--- config.mk ---
export PLATFORM = sky130hd
export DESIGN_NAME = ctrl_sequencer
export DESIGN_NICKNAME = d
export VERILOG_FILES = /design/src/rtl/ctrl_pkg.sv /design/src/rtl/ctrl_decode.sv /design/src/rtl/ctrl_sequencer.sv
export SDC_FILE = /design/constraint.sdc
export NUM_CORES = 1
export LEC_CHECK = 0
export BUFFER_PORTS_ARGS = -buffer_cell sky130_fd_sc_hd__buf_4
export CAP_MARGIN = 10
export CELL_PAD_IN_SITES_DETAIL_PLACEMENT = 1
export CELL_PAD_IN_SITES_GLOBAL_PLACEMENT = 1
export CORE_MARGIN = 2
export CORE_UTILIZATION = 34
export DETAILED_ROUTE_END_ITERATION = 8
export PLACE_DENSITY = 0.86
export SYNTH_ARGS = -nofsm -noshare
export SYNTH_HDL_FRONTEND = slang
export SYNTH_SLANG_ARGS = --single-unit
export TNS_END_PERCENT = 20
--- constraint.sdc ---
create_clock -name clk -period 1.55 [get_ports clk]
set_clock_uncertainty 0.2 [all_clocks]
set_input_delay 0.0775 -clock clk [delete_from_list [all_inputs] [get_ports clk]]
set_output_delay 0.0775 -clock clk [all_outputs]
set_load 0.02 [all_outputs]
--- src/rtl/ctrl_pkg.sv ---
// ctrl_pkg: shared types and encodings for the hardwired control sequencer.
//   - FSM state enum and instruction class enum
//   - opcode, OPR_sel and alu_op encodings
//   - ctrlsig field offsets and a helper that packs a control word
package ctrl_pkg;

  typedef enum logic [2:0] {
    S_IDLE,
    S_FETCH,
    S_DECODE,
    S_EXEC1,
    S_EXEC2,
    S_FETCH_TGT,
    S_HALT
  } state_e;

  typedef enum logic [2:0] {
    CL_NOP,
    CL_LDAC,
    CL_STAC,
    CL_INC,
    CL_CLR,
    CL_ALU,
    CL_JMPZ,
    CL_END
  } iclass_e;

  // Opcodes (ir[7:3])
  localparam logic [4:0] OP_NOP  = 5'd0;
  localparam logic [4:0] OP_LDAC = 5'd1;
  localparam logic [4:0] OP_STAC = 5'd2;
  localparam logic [4:0] OP_INC  = 5'd3;
  localparam logic [4:0] OP_CLR  = 5'd4;
  localparam logic [4:0] OP_ADD  = 5'd5;
  localparam logic [4:0] OP_SUB  = 5'd6;
  localparam logic [4:0] OP_AND  = 5'd7;
  localparam logic [4:0] OP_OR   = 5'd8;
  localparam logic [4:0] OP_MUL  = 5'd9;
  localparam logic [4:0] OP_JMPZ = 5'd10;
  localparam logic [4:0] OP_END  = 5'd31;

  // OPR demux select
  localparam logic [2:0] SEL_NONE  = 3'd0;
  localparam logic [2:0] SEL_WTR   = 3'd1;
  localparam logic [2:0] SEL_INC   = 3'd2;
  localparam logic [2:0] SEL_RESET = 3'd3;
  localparam logic [2:0] SEL_WTA   = 3'd4;

  // ALU operation select
  localparam logic [2:0] ALU_PASS = 3'd0;
  localparam logic [2:0] ALU_ADD  = 3'd1;
  localparam logic [2:0] ALU_SUB  = 3'd2;
  localparam logic [2:0] ALU_AND  = 3'd3;
  localparam logic [2:0] ALU_OR   = 3'd4;
  localparam logic [2:0] ALU_MUL  = 3'd5;

  // ctrlsig field offsets
  localparam int unsigned CS_OPR_LSB = 6;
  localparam int unsigned CS_ALU_LSB = 3;
  localparam int unsigned CS_ALU_WR  = 2;
  localparam int unsigned CS_AC_WR   = 1;
  localparam int unsigned CS_WTA     = 0;

  function automatic logic [8:0] pack_ctrl(input logic [2:0] opr_sel,
                                           input logic [2:0] alu_op,
                                           input logic       alu_wr,
                                           input logic       ac_wr,
                                           input logic       wta);
    logic [8:0] w;
    w = '0;
    w[CS_OPR_LSB +: 3] = opr_sel;
    w[CS_ALU_LSB +: 3] = alu_op;
    w[CS_ALU_WR]       = alu_wr;
    w[CS_AC_WR]        = ac_wr;
    w[CS_WTA]          = wta;
    return w;
  endfunction

endpackage

--- src/rtl/ctrl_decode.sv ---
// ctrl_decode: combinational opcode decoder.
//   opcode_i  : opcode field of the IR
//   iclass_o  : instruction class driving FSM sequencing
//   alu_op_o  : ALU operation for ALU-class instructions, PASS otherwise
//   opr_sel_o : OPR demux select used in EXEC1
//   illegal_o : opcode is undefined (decoded as NOP)
module ctrl_decode
  import ctrl_pkg::*;
#(
  parameter int unsigned OPC_W = 5
) (
  input  logic [OPC_W-1:0] opcode_i,
  output iclass_e          iclass_o,
  output logic [2:0]       alu_op_o,
  output logic [2:0]       opr_sel_o,
  output logic             illegal_o
);

  always_comb begin
    iclass_o  = CL_NOP;
    alu_op_o  = ALU_PASS;
    opr_sel_o = SEL_NONE;
    illegal_o = 1'b0;
    case (opcode_i)
      OP_NOP:  iclass_o = CL_NOP;
      OP_LDAC: begin iclass_o = CL_LDAC; opr_sel_o = SEL_WTA;   end
      OP_STAC: begin iclass_o = CL_STAC; opr_sel_o = SEL_WTR;   end
      OP_INC:  begin iclass_o = CL_INC;  opr_sel_o = SEL_INC;   end
      OP_CLR:  begin iclass_o = CL_CLR;  opr_sel_o = SEL_RESET; end
      OP_ADD:  begin iclass_o = CL_ALU;  opr_sel_o = SEL_WTA; alu_op_o = ALU_ADD; end
      OP_SUB:  begin iclass_o = CL_ALU;  opr_sel_o = SEL_WTA; alu_op_o = ALU_SUB; end
      OP_AND:  begin iclass_o = CL_ALU;  opr_sel_o = SEL_WTA; alu_op_o = ALU_AND; end
      OP_OR:   begin iclass_o = CL_ALU;  opr_sel_o = SEL_WTA; alu_op_o = ALU_OR;  end
      OP_MUL:  begin iclass_o = CL_ALU;  opr_sel_o = SEL_WTA; alu_op_o = ALU_MUL; end
      OP_JMPZ: iclass_o = CL_JMPZ;
      OP_END:  iclass_o = CL_END;
      default: illegal_o = 1'b1;
    endcase
  end

endmodule

--- src/rtl/ctrl_sequencer.sv ---
// ctrl_sequencer: hardwired control FSM for the single-accumulator datapath.
//   clk, rst        : clock, synchronous active-high reset
//   start           : leave IDLE and begin fetching
//   iram_req/ack    : IRAM fetch handshake; ir_in valid in the ack cycle
//   z               : registered ALU zero flag, used by JMPZ
//   ctrlsig         : {OPR_sel[8:6], alu_op[5:3], alu_write_en, ac_write_en, wta_en}
//   operand         : register select from IR[2:0]
//   ir_write_en, pc_inc, pc_load : single-cycle strobes in fetch ack cycles
//   busy, done      : not IDLE/HALT, in HALT
//   illegal         : sticky undefined-opcode flag
module ctrl_sequencer
  import ctrl_pkg::*;
#(
  parameter int unsigned OPC_W = 5,
  parameter int unsigned OPR_W = 3
) (
  input  logic                   clk,
  input  logic                   rst,
  input  logic                   start,
  output logic                   iram_req,
  input  logic                   iram_ack,
  input  logic [OPC_W+OPR_W-1:0] ir_in,
  input  logic                   z,
  output logic [8:0]             ctrlsig,
  output logic [OPR_W-1:0]       operand,
  output logic                   ir_write_en,
  output logic                   pc_inc,
  output logic                   pc_load,
  output logic                   busy,
  output logic                   done,
  output logic                   illegal
);

  state_e                 state_q;
  logic [OPC_W+OPR_W-1:0] ir_q;
  logic                   iram_req_q;
  logic [8:0]             ctrlsig_q;
  logic                   busy_q;
  logic                   done_q;
  logic                   illegal_q;

  iclass_e    dec_class;
  logic [2:0] dec_alu_op;
  logic [2:0] dec_opr_sel;
  logic       dec_illegal;
  logic       fetch_ack;

  ctrl_decode #(.OPC_W(OPC_W)) u_decode (
    .opcode_i  (ir_q[OPC_W+OPR_W-1:OPR_W]),
    .iclass_o  (dec_class),
    .alu_op_o  (dec_alu_op),
    .opr_sel_o (dec_opr_sel),
    .illegal_o (dec_illegal)
  );

  // Ack only counts while a request is outstanding and not during reset.
  assign fetch_ack = iram_req_q & iram_ack & ~rst;

  // Strobes coincide with the ack cycle so the PC/IR capture ir_in directly.
  always_comb begin
    ir_write_en = 1'b0;
    pc_inc      = 1'b0;
    pc_load     = 1'b0;
    if (fetch_ack) begin
      if (state_q == S_FETCH) begin
        ir_write_en = 1'b1;
        pc_inc      = 1'b1;
      end else if (state_q == S_FETCH_TGT) begin
        pc_load = z;
        pc_inc  = ~z;
      end
    end
  end

  always_ff @(posedge clk) begin
    if (rst) begin
      state_q    <= S_IDLE;
      ir_q       <= '0;
      iram_req_q <= 1'b0;
      ctrlsig_q  <= '0;
      busy_q     <= 1'b0;
      done_q     <= 1'b0;
      illegal_q  <= 1'b0;
    end else begin
      case (state_q)
        S_IDLE: begin
          if (start) begin
            state_q    <= S_FETCH;
            iram_req_q <= 1'b1;
            busy_q     <= 1'b1;
          end
        end
        S_FETCH: begin
          if (fetch_ack) begin
            ir_q       <= ir_in;
            iram_req_q <= 1'b0;
            state_q    <= S_DECODE;
          end
        end
        S_DECODE: begin
          if (dec_illegal) illegal_q <= 1'b1;
          case (dec_class)
            CL_JMPZ: begin
              state_q    <= S_FETCH_TGT;
              iram_req_q <= 1'b1;
            end
            CL_END: begin
              state_q <= S_HALT;
              busy_q  <= 1'b0;
              done_q  <= 1'b1;
            end
            default: begin
              state_q   <= S_EXEC1;
              ctrlsig_q <= pack_ctrl(dec_opr_sel, dec_alu_op, 1'b0,
                                     dec_class == CL_LDAC,
                                     (dec_class == CL_LDAC) || (dec_class == CL_ALU));
            end
          endcase
        end
        S_EXEC1: begin
          if (dec_class == CL_ALU) begin
            state_q   <= S_EXEC2;
            ctrlsig_q <= pack_ctrl(SEL_NONE, dec_alu_op, 1'b1, 1'b0, 1'b0);
          end else begin
            state_q    <= S_FETCH;
            ctrlsig_q  <= '0;
            iram_req_q <= 1'b1;
          end
        end
        S_EXEC2: begin
          state_q    <= S_FETCH;
          ctrlsig_q  <= '0;
          iram_req_q <= 1'b1;
        end
        S_FETCH_TGT: begin
          // Request stays high: the next instruction fetch follows directly.
          if (fetch_ack) state_q <= S_FETCH;
        end
        S_HALT: begin
          state_q <= S_HALT;
        end
        default: begin
          state_q    <= S_IDLE;
          iram_req_q <= 1'b0;
          ctrlsig_q  <= '0;
          busy_q     <= 1'b0;
          done_q     <= 1'b0;
        end
      endcase
    end
  end

  assign iram_req = iram_req_q;
  assign ctrlsig  = ctrlsig_q;
  assign operand  = ir_q[OPR_W-1:0];
  assign busy     = busy_q;
  assign done     = done_q;
  assign illegal  = illegal_q;

endmodule

Yosys cells after proc, flatten, opt, wreduce, memory -nomap -nowiden. Index checks and enable logic that the tools add are counted. Widths: inputs -> output; s select.

Reductions and logical operators: 18. Equality and inequality tests: 28. Bitwise logic cells: 9. Muxes and demuxes: 29.

Operators with widths (number): $pmux 3 s7 (2); $pmux 9 s3 (1); $eq 5x3->1 const B (4); $eq 3x3->1 const B (6); $eq 5x4->1 const B (3); $pmux 3 s5 (1); $mux 1 (14); $ne 2x2->1 const B (7); $mux 3 (4); $pmux 3 s4 (1); $reduce_or 12->1 (1); $reduce_or 6->1 (2); $eq 5x2->1 const B (2); $reduce_or 5->1 (2); $mux 9 (1); $reduce_and 2->1 (4); $not 1->1 (7); $eq 3x1->1 const B (2); $eq 3x2->1 const B (2); $mux 6 (1); $pmux 1 s6 (1); $pmux 3 s2 (1); $reduce_and 3->1 (2); $eq 5x1->1 const B (1); 10 further kinds (12).

Bits in registers: 24. Input bits: 13.

Longest topological paths before layout. Gate-level depths: netlist of the first run.

Word-level depth: 7. Mapped depth: 6. Mapped depth without buffers: 4.

By module. From an unflattened synthesis of the first run, not the netlist that was laid out.

Cells, all modules: 172. Area total of the unflattened synthesis: 1406.3 µm².

Modules (own cells, without submodules): ctrl_sequencer (cells each 135, area each 1181.1 µm², instances 1); ctrl_decode (cells each 37, area each 225.2 µm², instances 1).

Worst setup path before layout of the first run. No wires, ideal clock.

Path kind: register to register. From: reg state_q[1]. To: reg ir_q[0]. Cell stages (with the launch flop): 7. Setup time: 0.128 ns. Period minus slack after synthesis: 1.674 ns. Path slack: -0.124 ns. Data arrival time: 1.347 ns. Cells stage by stage: dfxtp_1 buf_2 nand2b_1 nor4_1 buf_4 mux2i_1 nor2_1.

Longest elaborated chain between the ends: 2.

Ends and longest elaborated chain: from (decl) (line ctrl_sequencer.sv:34) `state_e state_q;`; from (signal assigned) (line ctrl_sequencer.sv:77) `state_q <= S_IDLE;`; from (signal assigned) (line ctrl_sequencer.sv:88) `state_q <= S_FETCH;`; from (signal assigned) (line ctrl_sequencer.sv:97) `state_q <= S_DECODE;`; $eq 3x1->1 (line ctrl_sequencer.sv:85) `case (state_q)`; $reduce_and 2->1 (no source line); to (signal assigned) (line ctrl_sequencer.sv:95) `ir_q <= ir_in;`; to (decl) (line ctrl_sequencer.sv:35) `logic [OPC_W+OPR_W-1:0] ir_q;`.

Every way passes these cells. A chain may end at the register's enable or synchronous reset.

Worst setup path after layout of the first run.
From: reg state_q[1]. To: out pc_inc.

Longest elaborated chain between the ends: 4.

Ends and longest elaborated chain: $eq 3x3->1 (line ctrl_sequencer.sv:68) `end else if (state_q == S_FETCH_TGT) begin`; $mux 1 (line ctrl_sequencer.sv:68); $mux 1 (*) (line ctrl_sequencer.sv:65) `if (state_q == S_FETCH) begin`; $mux 1 (*) (line ctrl_sequencer.sv:64) `if (fetch_ack) begin`; to (decl) (line ctrl_sequencer.sv:27) `output logic pc_inc,`.

Mark *: on every way between the ends. The rest lies on a longest branch, timed or not.

==> results.md, run 1 <==
- Status: complete, but fails checks
- Violated checks: hold timing, setup timing
- Clock share of power: about 29%
- Crit-path cells: nand2b_4, or3_4, a21oi_2, buf_6
- Post-route ant nets: 0
- Largest net degree at the start of global routing: 16
- CP required: around 1.3 ns
- Total Die Area: 4060 µm²
- Vias: 1369
- Placer congestion estimate: approximately 0.79
- Cell with the most instances after synthesis: dfxtp_1
- Post-synth top area share: slightly below 40%
- Number of global-route vias before repair: 1500
- DRC: 0
- Worst-Skew Late Latency: roughly 0.34 ns
- Pwr Total: 1230 µW
- Synth area leaders: dfxtp_1 (40%), mux2i_1 (7.4%), nor2_1 (5.6%)
- Slew Viols, Final: 0
- IO Pins: 32
- Predominant post-synthesis flop cell: dfxtp_1
- Initial DRC Count: between 40 and 50
- Worst Hold Class: input pin to flop
- Port Buffers: 31
- Tmin final: ~1.7 ns
- Clock-pin slew on the worst setup and hold paths: 0.15 ns
- Slowest cell on the critical path: dfxtp_4
- Syn nets: roughly 150
- Register area share after synthesis: 39.7%
- Die width: approximately 64 µm
- Max Clock Freq: between 500 and 600 MHz
- EDFF count, synth: 0
- Core Area: around 3400 µm²
- Initial core utilization: 35.7%
- GR Overflow Total: 0
- Clock Tree Buf Depth: 2
- Area of placed instances: approximately 1700 µm²
- Critical Path End Type: output pin
- Post-DP HPWL: 2930 µm
- MaxCap Viol Count: 0
- Initial antenna violation count: 0
- Worst setup margin: -0.196 ns
- Synth warnings: 0
- TritonRoute pass-1 iters: 4
- Share of layout cells above drive strength 1: 51.9%
- IR drop worst, VDD: 423 µV
- Worst-margin pin slew: 0.237 ns
- CP peak stage delay: about 0.37 ns
- First-pass GRT wire length: approximately 7300 µm
- Num rows: 21
- Setup TNS: -1.42 ns
- Crit path arrival time: 1.47 ns
- Hold slack: -0.146 ns
- Vias per cell: roughly 5.4
- Diode count: 0
- RSZ-0062 raised after global routing: yes
- Mean Syn Cell Area: between 8 and 9 µm²
- CP Max Fanout: 3
- Sw Pwr: roughly 340 µW
- Fin area: 1990 µm²
- Overall Global Routing Usage: 23.6%
- Synth async-reset ratio: 0%
- Pint: a little under 900 µW
- Fin util: roughly three fifths
- H-tree level count: 1
- Drt total wl: between 4000 and 5000 µm
- Seq pwr share: approximately 52%
- CP startpoint kind: flop
- Synthesis-to-layout area growth: 64.2%
- CTS Buf Count: 3
- Leakage: 0.000841 µW
- Critical Setup Path Class: flop to output pin
- Pwr Density: slightly above 600 nW/µm²
- Switching Share: a little over a quarter
- Final Hold Fails: 7
- Synth Instances: 140
- Seq cells post-synth: 24
- Fin crit share: 113%
- Final setup fails: 16
- Rel. slew slack: 84.0%
- Routed wire length per instance: between 15 and 20 µm
- CTS tree: yes
- Synth top cells by count: dfxtp_1 (24), nor2_1 (18), mux2i_1 (9)
- Nets: 220
- Clock sinks: 24
- CTS root buffer: clkbuf_4
- Cts hold-fix bufs: 10
- Unique masters post-synth: 37
- Comb power frac: roughly a fifth
- Top cell type by total area after synthesis: dfxtp_1
- Die Height: between 60 and 70 µm
- Synthesized cell area: 1210 µm²
==> routing by layer <==
metal | track usage (%) | routed length, µm | up-vias
met5 | 0 | 0 | -
met4 | 13.3 | 138 | 0
met3 | 5.00 | 180 | 12
met2 | 43.7 | 2500 | 38
met1 | 24.3 | 1700 | 687
li1 | - | - | 632
==> logic make-up after synthesis <==
| group | synth area share (%) |
|---|---|
| buf+inv | 7.85 |
| simple gates | 20.0 |
| mux | 7.44 |
| compound gates | 25.0 |
| flops | 39.7 |
==> cell type report <==
| cell class | count | area [µm²] |
|---|---|---|
| fillers | 384 | 1400 |
| multi-input cells | 98 | 761 |
| repair buffers | 77 | 618 |
| flip-flops and latches | 24 | 504 |
| well taps | 46 | 57.6 |
| clock buffers | 4 | 36.3 |
| inverters | 3 | 11.3 |
==> cells in the final DEF, fill, tap and decap left out, drive strengths merged <==
cell / count
a31oi: 1
a311oi: 1
mux2i: 9
inv: 3
nor2: 18
nand2: 8
nand2b: 6
nor2b: 2
o41a: 1
o21ba: 2
nand3: 2
nor3b: 1
dlygate4sd3: 10
a221oi: 3
o21a: 1
dfxtp: 24
or3: 3
o21ai: 7
o21bai: 1
buf: 67
a21oi: 8
a41oi: 1
nor4: 2
a2111o: 1
o211a: 1
nand3b: 1
a22o: 4
or2: 1
a22oi: 1
nor3: 5
o31ai: 1
a21o: 2
clkbuf: 4
a32o: 3
o2bb2ai: 1
==> path summary, 6_finish.rpt <==
kind,from,to,slack (ns),depth (start not counted)
max,state_q[1],pc_inc,-0.20,4
min,rst,state_q[2],-0.15,2
max reg2reg,state_q[1],ir_q[4],-0.10,6
min reg2reg,ctrlsig[8],ctrlsig[8],0.29,1
==> registers in the layout (all words and copies together) (netlist names) <==
| signal | count |
|---|---|
| busy | 1 |
| ctrlsig | 9 |
| done | 1 |
| illegal | 1 |
| ir_q | 8 |
| iram_req | 1 |
| state_q | 3 |
==> power by group through the flow <==
stage / Clock, µW / Sequential (µW) / Combinational [µW]
global route: 381 / 645 / 251
global placement: 0 / 660 / 163
CTS: 358 / 646 / 211
detailed placement: 0 / 661 / 172
finish: 353 / 643 / 236
floorplan: 0 / 660 / 96.6
==> critical path, delay by kind of cell (launching register included) <==
family	cells	cell delay (ns)
flops	1	0.37
buf+inv	1	0.13
compound gates	1	0.13
simple gates	2	0.51
==> per-stage QoR <==
| stage | setup slack, ns | cells |
|---|---|---|
| 6_report | -0.196 | 252 |
| 4_1_cts | -0.174 | 250 |
| 2_1_floorplan | -0.0730 | 140 |
| 3_3_place_gp | -0.0856 | 232 |
| 5_1_grt | -0.245 | 252 |
| 3_5_place_dp | -0.139 | 232 |
==> repair_timing <==
item,4_1_cts,5_1_grt
cloned,0,0
setup buffers,4,2
pin swaps,8,5
resized for setup,27,14
endpoints found under the setup margin,26,26
endpoints found under the hold margin,14,6
(Power assumes the default switching activity.)
==> run 2: changes to the inputs <==
--- a/config.mk
+++ b/config.mk
@@ -13,6 +13,7 @@
 export CORE_UTILIZATION = 34
 export DETAILED_ROUTE_END_ITERATION = 8
 export PLACE_DENSITY = 0.86
+export REMOVE_ABC_BUFFERS = 1
 export SYNTH_ARGS = -nofsm -noshare
 export SYNTH_HDL_FRONTEND = slang
 export SYNTH_SLANG_ARGS = --single-unit
==> run 2 against run 1 <==
  * The run still ends with hold timing, setup timing left
  * Die area is the same
  * Sequential power is essentially flat
  * Total power grew 6.2%
  * Final cell count grew 6.7%
  * Flip-flop and latch count is the same
  * Clock-buffer cell count is the same
  * Wire length grew 45%
  * Highest routed layer unchanged
==> results.md, run 2 (synthesis gave the netlist of run 1 again) <==
- First-pass GRT wire length: between 8000 and 9000 µm
- Pwr Total: about 1300 µW
- Initial DRC Count: between 100 and 150
- Clock sinks: 24
- Critical Path End Type: output pin
- Worst r2r src: state_q[1]
- Share of layout cells above drive strength 1: a little under three fifths
- Layout Cells excl Fill: between 200 and 300
- Initial core utilization: a little over a third
- H-tree level count: 1
- Synthesis-to-layout area growth: 80.2%
- Worst-Skew Late Latency: between 0.3 and 0.4 ns
- IO Pins: 32
- Largest net degree at the start of global routing: 16
- Die Height: 63.7 µm
- Worst setup margin: -0.304 ns
- Final setup fails: 26
- Max Clock Freq: 539 MHz
- Hold slack: -0.0172 ns
- Placed insts: approximately 240
- Commonest non-fill, non-tap cell in the layout: buf_4
- Pwr Density: about 600 nW/µm²
- Core Area: ~3400 µm²
- Number of global-route vias before repair: around 1500
- Worst hold path depth: 3
- Slew Viols, Final: 0
- Vias per cell: around 5.7
- Tmin final: 1.85 ns
- Fin util: 64.4%
- CP Max Fanout: 3
- Clock Tree Buf Depth: 2
- CP peak stage delay: 0.39 ns
- Slowest cell on the critical path: or3_4
- Placer congestion estimate: between 0.9 and 1
- CTS tree: yes
- Die width: about 64 µm
- CP startpoint kind: flop
- CTS root buffer: clkbuf_4
- R2R Setup Slk: -0.28 ns
- Port Buffers: 31
- Cell count of the worst reg-to-reg path: 6
- CTS Buf Count: 3
- Crit-path cells: nand2b_4, or3_4, nor2_2, buf_4
- IR drop worst, VDD: ~310 µV
- Fin crit share: 120%
- Diode count: 0
- Critical Setup Path Class: flop to output pin
- Worst-margin pin slew: between 0.3 and 0.4 ns
- Pre-CTS WS: -0.244 ns
- Routed wire length per instance: around 24 µm
- Clock-pin slew on the worst setup and hold paths: roughly 0.16 ns
- Violated checks: hold timing, setup timing
- CP required: between 1 and 1.5 ns
- TritonRoute pass-1 iters: 4
- Total Die Area: roughly 4000 µm²
- Vias: between 1500 and 2000
- Leakage: roughly 0.00094 µW
- HP Start: rst
- Drt total wl: 6550 µm
- Crit-path leading delay family: simple AND/OR/NAND/NOR gates
- CP bufs+invs: 1
- Overall Global Routing Usage: 27.0%
- Post-DP HPWL: ~2900 µm
- Worst Hold Path EP: iram_req
- MaxCap Viol Count: 0
- Post-route ant nets: 0
- Status: complete, but fails checks
- GR Overflow Total: 0
- RSZ-0062 raised after global routing: yes
- Final Hold Fails: 1
- Num rows: 21
- FF-to-FF End: ctrlsig[0]
- Most frequent cells in the layout: buf_4 (72), dfxtp_1 (15), nor2_1 (13), dlygate4sd3_1 (11), buf_6 (10)
- Rel. slew slack: around 76%
- Worst Hold Class: input pin to flop
- Crit path arrival time: 1.58 ns
- DRC: 0
- Initial antenna violation count: 0
- Max reg flops: 9
- Nets: 237
run 2: cell count changes in the layout (fill, tap and decap cells not counted), sizes merged:
cell         change
buf             +16
dlygate4sd3      +1
run 2: per-layer routing:
layer	track usage [%]	share of wire, %
met1	33.5	40
met2	47.4	51
met3	4.11	5.9
met4	8.70	3.6
met5	0	0
run 2: worst max-delay path by stage:
| stage | startpoint | end | slack, ns | cells past startpoint |
|---|---|---|---|---|
| global placement | state_q[1] | ctrlsig[8] | -0.12 | 4 |
| floorplan | state_q[1] | ir_q[0] | -1.52 | 4 |
| CTS | iram_req | pc_inc | -0.21 | 5 |
| global route | state_q[1] | pc_load | -0.34 | 4 |
| detailed placement | state_q[0] | iram_req | -0.24 | 4 |
| finish | state_q[1] | pc_load | -0.30 | 4 |
run 2: layout make-up:
| class | instances | area (µm²) |
|---|---|---|
| timing repair buffer | 94 | 778 |
| fill | 350 | 1210 |
| tap | 46 | 57.6 |
| inverter | 3 | 11.3 |
| clock buffer | 4 | 36.3 |
| multi-input combinational | 98 | 795 |
| sequential | 24 | 504 |
run 2: worst min-delay path, stage by stage:
cell and delay [ns]:
buf_4 0.18, nand3b_1 0.16, mux2i_1 0.08
run 2: metrics by stage:
step           hold slack [ns]  TNS (ns)  cell area [µm²]
5_1_grt                 0.0127     -5.93             2180
2_1_floorplan          -0.0534    -15.19             1130
3_3_place_gp             0.111    -0.973             1670
3_5_place_dp             0.130     -2.53             1670
4_1_cts                 -0.147     -1.82             2030
6_report               -0.0172     -4.92             2180
run 2: what timing repair did:
item,in CTS,in global routing
setup buffers,10,9
endpoints found under the setup margin,26,27
hold buffers,9,2
pin swaps,16,6
resized for setup,43,18
hold endpoints to repair,15,5
run 2: power breakdown:
group          switching, µW  internal [µW]  total (µW)
registers               19.6            625         645
logic                    143            156         299
clock network            220            144         364
